--- src/rtl/adc_serial_capture.sv ---
// ============================================================================
// adc_serial_capture : SPI-style serial front end for a 12-bit ADC
// Revision 1.0
// ============================================================================
`default_nettype none
`timescale 1ns/1ps

module adc_serial_capture #(
  parameter int ADC_RES      = 12,
  parameter int FRAME_BITS   = 16,
  parameter int SCLK_DIV     = 4,
  parameter int QUIET_CYCLES = 8
) (
  input  logic               clk,
  input  logic               rstn,
  input  logic               enable,
  input  logic               adc_sdata,
  output logic               adc_cs_n,
  output logic               adc_sclk,
  output logic [ADC_RES-1:0] sample,
  output logic               sample_valid,
  output logic               lead_err,
  output logic               busy
);

  localparam int CNT_MAX = (SCLK_DIV > QUIET_CYCLES) ? SCLK_DIV : QUIET_CYCLES;
  localparam int CNT_W   = $clog2(CNT_MAX + 1);
  localparam int BIT_W   = $clog2(FRAME_BITS + 1);

  localparam logic [CNT_W-1:0] C_DIV_LAST   = CNT_W'(SCLK_DIV - 1);
  localparam logic [CNT_W-1:0] C_QUIET_LAST = CNT_W'(QUIET_CYCLES - 1);
  localparam logic [BIT_W-1:0] C_BITS_LAST  = BIT_W'(FRAME_BITS);

  typedef enum logic [2:0] {
    IDLE     = 3'd0,
    SETUP    = 3'd1,
    SHIFT_LO = 3'd2,
    SHIFT_HI = 3'd3,
    DONE     = 3'd4,
    QUIET    = 3'd5
  } state_t;

  state_t                  state_q, state_d;
  logic [CNT_W-1:0]        cnt_q, cnt_d;
  logic [BIT_W-1:0]        bit_q, bit_d;
  logic [FRAME_BITS-1:0]   shift_q, shift_d;
  logic                    cs_n_q, cs_n_d;
  logic                    sclk_q, sclk_d;
  logic [ADC_RES-1:0]      sample_q, sample_d;
  logic                    valid_q, valid_d;
  logic                    lead_q, lead_d;

  always_ff @(posedge clk or negedge rstn) begin
    if (!rstn) begin
      state_q  <= IDLE;
      cnt_q    <= '0;
      bit_q    <= '0;
      shift_q  <= '0;
      cs_n_q   <= 1'b1;
      sclk_q   <= 1'b1;
      sample_q <= '0;
      valid_q  <= 1'b0;
      lead_q   <= 1'b0;
    end else begin
      state_q  <= state_d;
      cnt_q    <= cnt_d;
      bit_q    <= bit_d;
      shift_q  <= shift_d;
      cs_n_q   <= cs_n_d;
      sclk_q   <= sclk_d;
      sample_q <= sample_d;
      valid_q  <= valid_d;
      lead_q   <= lead_d;
    end
  end

  always_comb begin
    state_d  = state_q;
    cnt_d    = cnt_q + 1'b1;
    bit_d    = bit_q;
    shift_d  = shift_q;
    cs_n_d   = cs_n_q;
    sclk_d   = sclk_q;
    sample_d = sample_q;
    valid_d  = 1'b0;
    lead_d   = lead_q;

    case (state_q)
      IDLE: begin
        cnt_d = '0;
        if (enable) begin
          state_d = SETUP;
          cs_n_d  = 1'b0;
        end
      end

      SETUP: begin
        if (cnt_q == C_DIV_LAST) begin
          state_d = SHIFT_LO;
          sclk_d  = 1'b0;
          cnt_d   = '0;
        end
      end

      SHIFT_LO: begin
        if (cnt_q == C_DIV_LAST) begin
          state_d = SHIFT_HI;
          sclk_d  = 1'b1;
          shift_d = {shift_q[FRAME_BITS-2:0], adc_sdata};
          bit_d   = bit_q + 1'b1;
          cnt_d   = '0;
        end
      end

      SHIFT_HI: begin
        if (cnt_q == C_DIV_LAST) begin
          cnt_d = '0;
          if (bit_q == C_BITS_LAST) begin
            state_d  = DONE;
            cs_n_d   = 1'b1;
            sample_d = shift_q[ADC_RES-1:0];
            lead_d   = |shift_q[FRAME_BITS-1:ADC_RES];
            valid_d  = 1'b1;
            bit_d    = '0;
          end else begin
            state_d = SHIFT_LO;
            sclk_d  = 1'b0;
          end
        end
      end

      // DONE is the first cs_n-high cycle, so it counts toward the quiet gap.
      DONE, QUIET: begin
        if (cnt_q == C_QUIET_LAST) begin
          state_d = enable ? SETUP : IDLE;
          cs_n_d  = !enable;
          cnt_d   = '0;
        end else begin
          state_d = QUIET;
        end
      end

      default: begin
        state_d = IDLE;
        cs_n_d  = 1'b1;
        sclk_d  = 1'b1;
        cnt_d   = '0;
      end
    endcase
  end

  assign adc_cs_n     = cs_n_q;
  assign adc_sclk     = sclk_q;
  assign sample       = sample_q;
  assign sample_valid = valid_q;
  assign lead_err     = lead_q;
  assign busy         = ~cs_n_q;

endmodule

`default_nettype wire

--- config.mk ---
export PLATFORM = sky130hd
export DESIGN_NAME = adc_serial_capture
export DESIGN_NICKNAME = d
export VERILOG_FILES = /design/src/rtl/adc_serial_capture.sv
export SDC_FILE = /design/constraint.sdc
export NUM_CORES = 1
export LEC_CHECK = 0
export BUFFER_PORTS_ARGS = -buffer_cell sky130_fd_sc_hd__buf_4
export CAP_MARGIN = 30
export CORE_UTILIZATION = 38
export CTS_CLUSTER_DIAMETER = 100
export CTS_CLUSTER_SIZE = 14
export DETAILED_ROUTE_END_ITERATION = 16
export MAX_ROUTING_LAYER = met4
export PLACE_DENSITY = 0.63
export SYNTH_ARGS = -nofsm -noshare
export SYNTH_HDL_FRONTEND = slang
export SYNTH_SLANG_ARGS = --single-unit
--- constraint.sdc ---
create_clock -name clk -period 1.6 [get_ports clk]
set_input_delay 0 -clock clk [delete_from_list [all_inputs] [get_ports clk]]
set_output_delay 0 -clock clk [all_outputs]
set_load 0.01 [all_outputs]
== Yosys cells after proc, flatten, opt, wreduce, memory -nomap -nowiden ==
Cells that the tools add are included.

* Bits in writable memories: 0
* ROM bits: 0
* Bits of input ports: 4
* Bits in latches: 0
* Logic and storage cells: 71
* Memories: 0
* Output and inout port bits: 17
* Bits in registers: 44

* Multipliers: 0
* Bitwise operators: 3
* Add/subtract/negate cells: 2
* Reduce and logical (&&, ||, !) cells: 14
* Eq/ne operators: 15
* Multiplexer cells: 28
* Divide/modulo/power cells: 0
* Shift-type cells: 0
* Order comparisons: 0

{| class="wikitable"
|+ Operators with widths
! operator !! number
|-
| $mux 3 || 6
|-
| $mux 5 || 3
|-
| $pmux 3 s5 || 1
|-
| $ne 2x2->1 const B || 7
|-
| $mux 1 || 12
|-
| $pmux 5 s2 || 1
|-
| $reduce_and 5->1 || 2
|-
| $mux 4 || 2
|-
| $pmux 1 s4 || 2
|-
| $pmux 4 s2 || 1
|-
| $reduce_and 4->1 || 2
|-
| $eq 3x2->1 const B || 2
|-
| $eq 3x3->1 const B || 2
|-
| $reduce_or 3->1 || 2
|-
| $add 5x1->5 const B || 1
|-
| $eq 5x5->1 const B || 1
|-
| $add 4x1->4 const B || 1
|-
| $eq 4x2->1 const B || 1
|-
| $eq 4x3->1 const B || 1
|-
| $reduce_or 2->1 || 2
|-
| $reduce_or 4->1 || 1
|-
| $eq 3x1->1 const B || 1
|-
| $logic_not 3->1 || 1
|-
| $not 1->1 || 3
|-
| other kinds (4) || 4
|}

== Depth between registers and ports, before layout ==
Gate-level depths: netlist of the first run.

* Depth after elaboration: 4
* Gate-level depth with buffers: 7
* Mapped depth without buffers: 6

== Worst setup path after synthesis of the first run ==
Ideal clock, no wire load.

* Path type: reg2reg
* Start point: register cnt_q[0]
* End point: register cs_n_q, in the netlist adc_cs_n
* Period minus slack after synthesis: 1.616 ns
* Data required time: 1.517 ns
* Arrival: 1.533 ns
* Library setup time: 0.083 ns
* Slack: -0.016 ns
* Cell stages (with the launch flop): 6
* Cells stage by stage: dfrtp_1 -> ha_1 -> and3b_1 -> or3_4 -> a21boi_0 -> o32a_1

* Cells in the longest elaborated chain, start to end: 3
* Elaborated cells between the ends (all ways): 5

{| class="wikitable"
|+ RTL lines
! item !! line !! source
|-
| start: declaration || 44 || <nowiki>logic [CNT_W-1:0] cnt_q, cnt_d;</nowiki>
|-
| start signal: assignment || 66 || <nowiki>cnt_q <= cnt_d;</nowiki>
|-
| $eq 4x3->1 / $eq 4x2->1 (equally long branches) || 134, 116 ||
|-
| $ne 2x2->1 (no source line) || - ||
|-
| $reduce_and 5->1 (no source line) (*) || - ||
|-
| end signal: assignment || 69 || <nowiki>cs_n_q <= cs_n_d;</nowiki>
|-
| end: declaration || 47 || <nowiki>logic cs_n_q, cs_n_d;</nowiki>
|}

Every way passes the cells marked *; elsewhere a longest branch is shown, timed or not.
A chain may end at the register's enable or synchronous reset.

== Final worst setup path of the first run ==
* Start point: register cnt_q[1]
* End point: register cs_n_q, in the netlist adc_cs_n

The elaborated chain is that of the path after synthesis.

==> key figures, run 1 <==
Critical path
  – CP arrival: 1820 ps
  – Bufs and invs on worst path: 0
  – Setup slack, reg-to-reg: 1 ps
  – Setup crit start: cnt_q[1]
  – Slowest CP cell: dfrtp_1
  – Startpoint of the worst register-to-register path: cnt_q[1]
  – Crit end category: register
  – CP Max Fanout: 5
  – Largest stage delay, worst path: 420 ps
  – Worst-path cell chain: ha_4, and3b_1, or3_4, a21boi_1, o32a_1
  – CP top delay family: simple AND/OR/NAND/NOR gates
  – Critical path type: register to register
  – Startpoint types: register
  – Worst path required time: 1820 ps

GRT
  – First-pass GRT wire length: 5970 um
  – Largest net degree at the start of global routing: 45
  – Initial antenna violation count: 0
  – GRT Residual Overflow: 0
  – GR Util All Layers: 0.152
  – Vias in the first global route: 1342

Final layout
  – Most frequent cells in the layout: 53 x nand2_1, 42 x dfrtp_1, 40 x buf_4, 8 x mux2_2, 7 x nand3_1
  – Area delta synth->final: 27.4%
  – Share of post-route cells with drive strength above 1: 0.335
  – Final-layout fill cell count: 427
  – NumNets Final: 227
  – Area occupied by multi-input gates: 773 sq um
  – Antenna diodes: 0
  – Finished Layout Cells: 288
  – Sequential cell area: 0.00110 sq mm
  – Most common cell after layout, fill and taps aside: nand2_1

STA
  – Post-Route Setup TNS: 0 ps
  – RSZ-0062 raised after global routing: true
  – Fmax: 626 MHz
  – Hold Fails Final Rpt: 0
  – Hold Slack: 98.8 ps
  – Max Slew Vio Count: 0
  – Final setup fails: 0
  – Tcrit/Tclk final: 0.999
  – Clk_skew: 3.24 ps
  – Max-slew headroom: 0.637
  – Period minus WS final: 1600 ps
  – Slew @ Worst Pin: 544 ps

Clock tree
  – H-Tree Depth: 2
  – Clock slew at reported path FFs: 80 ps
  – Total clock sinks: 44
  – Max Buffers Root-to-Sink: 2
  – CTS tree: done
  – CTS buffer count: 5
  – CTS root buf: clkbuf_8
  – Clk_lat worst skew: 290 ps

Yosys
  – Syn_nets: 182
  – Cell Area, Synth: 0.00191 sq mm
  – Number of synthesis warnings: 0
  – #FFs+latches synth: 44
  – Gate Count Post-Synth: 175
  – Ranking of synthesized cells by area: dfrtp_1 55%, nand2_1 10%, mux2_2 4.7%
  – Post-synth top area share: 0.551
  – Count of cell types in the netlist: 42
  – Avg Inst Size Synth: 10.9 sq um
  – Async SR Flop Fraction: 1.00
  – Number of synthesized flops with an enable pin: 0
  – Sequential fraction of the synthesis area: 0.579
  – Top_reg_cell synth: dfrtp_1
  – Yosys top cell by area: dfrtp_1

Floorplan
  – Core Area: 0.00479 sq mm
  – I/O pins: 21
  – Std cell rows: 25
  – Die X: 72.8 um
  – Initial core utilization: 0.398
  – Full die area: 0.00530 sq mm
  – Die Ht: 72.8 um

Worst hold path
  – HP Class: input pin to register
  – Worst hold start: enable

Placement
  – DP HPWL: 2260 um
  – Placed cells: 275
  – Final GP Congestion: 0.821
  – IO Port Bufs: 20

Detailed routing
  – Number of vias per cell: 4.72
  – Final wirelength: 3320 um
  – Routed Antenna Nets: 0
  – Initial DRC Count: 51
  – DR WL/cell: 11.5 um
  – Vias: 1360
  – DRC viols: 0
  – Pre-antenna DRT Iters: 4

Pwr
  – Design Power: 1.88 mW
  – Power Dens Cells: 774 mW/mm^2
  – Peak VDD IR: 648 uV
  – Leak pwr: 1.22 nW

Flow run
  – Max-capacitance violation count: 0

Run status
  – Status: finished, final reports clean
routing by layer:
metal	track usage	vias up	wire [um]	part of all wire
li1	-	682	-	-
met4	0.0719	0	31	0.0093
met5	-	-	0	0
met2	0.224	19	1470	0.44
met1	0.201	655	1700	0.51
met3	0.0304	4	120	0.036
worst min-delay path: stages:
cell,delay [ps]
buf_4,120
inv_1,60
a21o_1,110
a221oi_1,60
registers in the layout (all words and copies together) (netlist names), 3 cells and up:
name     cells
state_q      3
bit_q        5
sample      12
shift_q     16
cnt_q        4
cell families after synthesis:
family,Yosys count,synth area share
multiplexers,12,0.0787
adder cells (fa/ha/maj),3,0.0197
buffers and inverters,12,0.0302
AND/OR/NAND/NOR,81,0.207
XOR/XNOR,3,0.0138
AO/OA/AOI/OAI,20,0.0722
flip-flops,44,0.579
power breakdown:
part	switching [mW]	internal, mW	leakage, nW
Combinational	0.0264	0.0113	0.608
Clock	0.366	0.351	0.0445
Sequential	0.00571	1.12	0.564
metrics by stage:
stage	area [sq um]	utilization	setup slack, ps
floorplan	1910	-	4.35
detailed placement	2260	0.473	10.2
CTS	2390	0.500	-1.60
finish	2430	0.507	1.40
global placement	2260	0.473	38.0
global route	2430	0.507	-47.4
area by class of cell:
cell class	instances	share of cell area
clock buffers	7	0.0355
clock inverters	1	0.00309
inverters	6	0.00927
multi-input cells	119	0.318
flip-flops and latches	44	0.454
well taps	67	0.0345
repair buffers	44	0.145
repair_timing:
action | 4_1_cts | 5_1_grt
pin swaps | 1 | 0
hold buffers | 2 | 0
setup endpoints to repair | 1 | 36
buffers inserted | 2 | 1
gates resized for setup | 1 | 9
endpoints found under the hold margin | 43 | 0
path summary, 6_finish.rpt:
path / to / depth (start not counted)
max in group asynchronous: adc_cs_n / 2
hold reg to reg: shift_q[15] / 2
hold / removal: state_q[0] / 4
setup / recovery: adc_cs_n / 5
min in group asynchronous: sample[6] / 2
setup reg to reg: adc_cs_n / 5
synth_stat cells, types with 2 or more instances:
library cell  instances
a21boi_0              2
and3_1                2
buf_2                 4
ha_1                  3
xnor2_1               2
mux2_4                4
inv_1                 5
nand3_1               7
nor2b_1               2
nand2_1              53
mux2_2                8
dfstp_2               2
o21ai_0               6
a211oi_1              2
nor2_1                5
dfrtp_1              42
No activity file was read; power rests on OpenSTA's default activity.
==> inputs of run 2 (changes only) <==
PLACE_DENSITY = 0.69   (was 0.63)
==> key figures, run 2 (synthesis gave the netlist of run 1 again) <==
Clock tree
  – CTS root buf: clkbuf_8
  – Clock slew at reported path FFs: 80 ps
  – H-Tree Depth: 2
  – CTS tree: done
  – Max Buffers Root-to-Sink: 2
  – CTS buffer count: 5
  – Clk_lat worst skew: 300 ps
  – Total clock sinks: 44

Critical path
  – Slowest CP cell: dfrtp_1
  – Startpoint of the worst register-to-register path: cnt_q[1]
  – Critical path type: register to register
  – Largest stage delay, worst path: 420 ps
  – Worst-path cell chain: ha_4, and3b_1, or3_4, a21boi_1, o32a_1
  – Worst R2R End: adc_cs_n
  – CP arrival: 1820 ps
  – Worst path required time: 1830 ps
  – Setup slack, reg-to-reg: 3 ps
  – Startpoint types: register
  – Reg2reg path depth: 5
  – CP top delay family: simple AND/OR/NAND/NOR gates
  – Bufs and invs on worst path: 0
  – Crit end category: register
  – CP Max Fanout: 5

Floorplan
  – Initial core utilization: 0.398
  – Full die area: 0.00530 sq mm
  – I/O pins: 21
  – Die X: 72.8 um
  – Core Area: 0.00479 sq mm
  – Std cell rows: 25
  – Die Ht: 72.8 um

Placement
  – Placed cells: 271
  – Pre-CTS setup slack: -6.92 ps
  – IO Port Bufs: 20
  – Final GP Congestion: 0.855
  – DP HPWL: 2220 um

Final layout
  – Max FFs per register: 16
  – Finished Layout Cells: 283
  – Biggest register: shift_q
  – NumNets Final: 222
  – Most common cell after layout, fill and taps aside: nand2_1
  – Share of post-route cells with drive strength above 1: 0.306
  – Antenna diodes: 0
  – Most frequent cells in the layout: 53 x nand2_1, 42 x dfrtp_1, 36 x buf_4, 8 x mux2_2, 7 x nand3_1
  – Area delta synth->final: 24.3%

STA
  – Max-slew headroom: 0.644
  – Final setup fails: 0
  – Setup WS post-layout: 3.38 ps
  – Slew @ Worst Pin: 534 ps
  – RSZ-0062 raised after global routing: true
  – Hold Slack: 102 ps
  – Fmax: 626 MHz
  – Post-Route Setup TNS: 0 ps
  – Tcrit/Tclk final: 0.998
  – Max Slew Vio Count: 0
  – Period minus WS final: 1600 ps
  – Hold Fails Final Rpt: 0
  – Clk_skew: 5.26 ps

Detailed routing
  – Initial DRC Count: 41
  – DRC viols: 0
  – Routed Antenna Nets: 0
  – Final wirelength: 3390 um
  – Vias: 1350
  – Pre-antenna DRT Iters: 4
  – Number of vias per cell: 4.77
  – DR WL/cell: 12.0 um

Pwr
  – Peak VDD IR: 528 uV
  – Power Dens Cells: 785 mW/mm^2
  – Design Power: 1.86 mW
  – Leak pwr: 1.19 nW

Worst hold path
  – Min-Delay Endpoint: state_q[0]
  – Hold depth: 4
  – Worst hold start: enable
  – HP Class: input pin to register

Flow run
  – Max-capacitance violation count: 0

GRT
  – Vias in the first global route: 1313
  – GRT Residual Overflow: 0
  – Initial antenna violation count: 0
  – Largest net degree at the start of global routing: 45
  – GR Util All Layers: 0.146
  – First-pass GRT wire length: 5710 um

Run status
  – Status: finished, final reports clean
-- run 2: cell type report --
type	count	area, sq um
multi-input combinational	119	759
clock buffer	8	90.1
sequential	44	1100
timing repair buffer	39	310
fill	425	2420
inverter	6	22.5
tap	67	83.8
-- run 2: power breakdown --
part | switching, mW | total [mW] | internal [mW] | leakage (nW)
clock network | 0.347 | 0.698 | 0.352 | 0.0455
logic | 0.0260 | 0.0373 | 0.0113 | 0.578
registers | 0.00576 | 1.13 | 1.12 | 0.564
-- run 2: repair_timing --
action	CTS	global route
setup endpoints to repair	3	18
hold buffers	2	0
resized for setup	1	3
pin swaps	0	0
buffers inserted	1	1
hold endpoints to repair	43	0
-- run 2: layer usage --
metal	share of wire	track usage	vias up
met3	0.037	0.0373	8
li1	-	-	672
met4	0.014	0.0523	0
met2	0.46	0.242	22
met5	0	-	-
met1	0.49	0.172	648
-- run 2: worst max path at each step --
stage / start / to / slack [ps] / cells past startpoint
after floorplan: bit_q[0] / sample[10] / 4 / 6
after global placement: cnt_q[0] / bit_q[3] / 20 / 6
after detailed placement: cnt_q[0] / bit_q[1] / -7 / 6
after CTS: bit_q[1] / sample[2] / -6 / 6
after global routing: cnt_q[0] / adc_cs_n / -60 / 5
final: cnt_q[1] / adc_cs_n / 3 / 5
-- run 2: worst register-to-register path, delay by kind of cell (launching register included) --
| kind | cells | cell delay [ps] |
|---|---|---|
| AND/OR/NAND/NOR | 2 | 510 |
| AO/OA/AOI/OAI | 2 | 420 |
| flip-flops | 1 | 420 |
| adder cells (fa/ha/maj) | 1 | 190 |
-- run 2: metrics by stage --
step / cell area [sq um] / util
after floorplan: 1910 / -
after global placement: 2230 / 0.467
after detailed placement: 2230 / 0.467
after CTS: 2350 / 0.492
after global routing: 2370 / 0.495
final: 2370 / 0.495
==> inputs of run 3 (changes only) <==
PLACE_DENSITY = unset   (was 0.69)
PLACE_DENSITY_LB_ADDON = 0.2   (was unset)
==> key figures, run 3 (synthesis gave the netlist of run 1 again) <==
STA
  – Clk_skew: 8.85 ps
  – Max Slew Vio Count: 0
  – Final setup fails: 0
  – Max-slew headroom: 0.636
  – Period minus WS final: 1600 ps
  – Tcrit/Tclk final: 0.998
  – RSZ-0062 raised after global routing: true
  – Post-Route Setup TNS: 0 ps
  – Slew @ Worst Pin: 546 ps
  – Fmax: 626 MHz
  – Hold Fails Final Rpt: 0
  – Setup WS post-layout: 2.42 ps
  – Hold Slack: 107 ps

Placement
  – Final GP Congestion: 0.841
  – IO Port Bufs: 20
  – Pre-CTS setup slack: -28.9 ps
  – Dpl cell area: 0.00221 sq mm
  – DP HPWL: 2480 um

Floorplan
  – Core Area: 0.00479 sq mm
  – Die X: 72.8 um
  – I/O pins: 21
  – Full die area: 0.00530 sq mm
  – Std cell rows: 25
  – Die Ht: 72.8 um
  – Initial core utilization: 0.398

Final layout
  – Post-route cell area: 0.00236 sq mm
  – Area delta synth->final: 24.0%
  – Most common cell after layout, fill and taps aside: nand2_1
  – Final-layout fill cell count: 455
  – Antenna diodes: 0
  – Most frequent cells in the layout: 53 x nand2_1, 41 x dfrtp_1, 32 x buf_4, 8 x mux2_2, 7 x nand3_1
  – Max FFs per register: 16
  – Area occupied by multi-input gates: 788 sq um
  – Share of post-route cells with drive strength above 1: 0.311
  – NumNets Final: 218
  – Sequential cell area: 0.00110 sq mm
  – Biggest register: shift_q

Detailed routing
  – Pre-antenna DRT Iters: 4
  – Number of vias per cell: 4.86
  – DR WL/cell: 13.3 um
  – Vias: 1356
  – Routed Antenna Nets: 0
  – DRC viols: 0
  – Initial DRC Count: 45
  – Final wirelength: 3720 um

Worst hold path
  – HP Class: input pin to register
  – Hold depth: 4
  – Min-Delay Endpoint: state_q[0]
  – Worst hold start: enable

Critical path
  – CP arrival: 1810 ps
  – Critical path type: register to register
  – Worst R2R End: adc_cs_n
  – CP Max Fanout: 6
  – Reg2reg path depth: 5
  – Startpoint types: register
  – Worst path required time: 1810 ps
  – Startpoint of the worst register-to-register path: cnt_q[1]
  – Crit end category: register
  – Setup slack, reg-to-reg: 2 ps

GRT
  – First-pass GRT wire length: 6380 um
  – Vias in the first global route: 1359
  – Largest net degree at the start of global routing: 45
  – GRT Residual Overflow: 0
  – GR Util All Layers: 0.162
  – Initial antenna violation count: 0

Clock tree
  – Max Buffers Root-to-Sink: 2
  – CTS buffer count: 5
  – Clock slew at reported path FFs: 80 ps
  – H-Tree Depth: 2
  – CTS tree: done
  – CTS root buf: clkbuf_8
  – Total clock sinks: 44
  – Clk_lat worst skew: 280 ps

Pwr
  – Peak VDD IR: 595 uV
  – Leak pwr: 1.17 nW
  – Power Dens Cells: 773 mW/mm^2

Flow run
  – Max-capacitance violation count: 0

Run status
  – Status: finished, final reports clean
-- run 3: changes by cell type in the layout (fill, tap and decap cells not counted), sizes merged --
| cell | previous run | this run |
|---|---|---|
| buf | 37 | 33 |
| clkbuf | 8 | 7 |
| clkinv | 0 | 1 |
-- run 3: worst max-delay path by stage --
stage          startpoint    endpoint  cells past startpoint
6_report         cnt_q[1]    adc_cs_n                      5
3_3_place_gp     bit_q[1]   sample[8]                      6
4_1_cts          cnt_q[1]    adc_cs_n                      5
5_1_grt          cnt_q[1]    adc_cs_n                      5
2_1_floorplan    bit_q[0]  sample[10]                      6
3_5_place_dp     cnt_q[0]    bit_q[3]                      5
-- run 3: critical path: stages, from the launching register on --
cell and delay [ps]:
dfrtp_1 410, ha_4 180, and3b_1 170, or3_4 340, a21boi_1 140, o32a_1 280
-- run 3: stage by stage --
| stage | total power, mW | util | std cells |
|---|---|---|---|
| global placement | 1.18 | 0.462 | 268 |
| floorplan | 1.15 | - | 175 |
| CTS | 1.85 | 0.487 | 279 |
| global route | 1.91 | 0.494 | 279 |
| detailed placement | 1.18 | 0.462 | 268 |
| finish | 1.83 | 0.494 | 279 |
-- run 3: per-layer routing --
metal | vias to the layer above | GRT usage | part of all wire | wire length, um
li1 | 660 | - | - | -
met1 | 662 | 0.208 | 0.45 | 1670
met2 | 30 | 0.256 | 0.50 | 1870
met3 | 4 | 0.0331 | 0.038 | 143
met4 | 0 | 0.0523 | 0.0075 | 28
met5 | - | - | 0 | 0
-- run 3: timing repair --
| action | 4_1_cts | 5_1_grt |
|---|---|---|
| setup buffers | 1 | 0 |
| pin swaps | 1 | 0 |
| hold endpoints to repair | 43 | 0 |
| hold buffers | 2 | 0 |
| endpoints found under the setup margin | 19 | 25 |
| resized for setup | 3 | 9 |
-- run 3: final cells by class --
cell class / count / share of cell area
Clock inverter: 1 / 0.00370
Clock buffer: 7 / 0.0323
Tap cell: 67 / 0.0354
Timing Repair Buffer: 35 / 0.119
Multi-Input combinational cell: 119 / 0.333
Inverter: 6 / 0.00952
Sequential cell: 44 / 0.467
-- run 3: power by group --
group / switching (mW) / internal [mW] / total, mW
Clock: 0.353 / 0.312 / 0.665
Combinational: 0.0265 / 0.0113 / 0.0378
Sequential: 0.00632 / 1.12 / 1.13
Total: 0.386 / 1.44 / 1.83
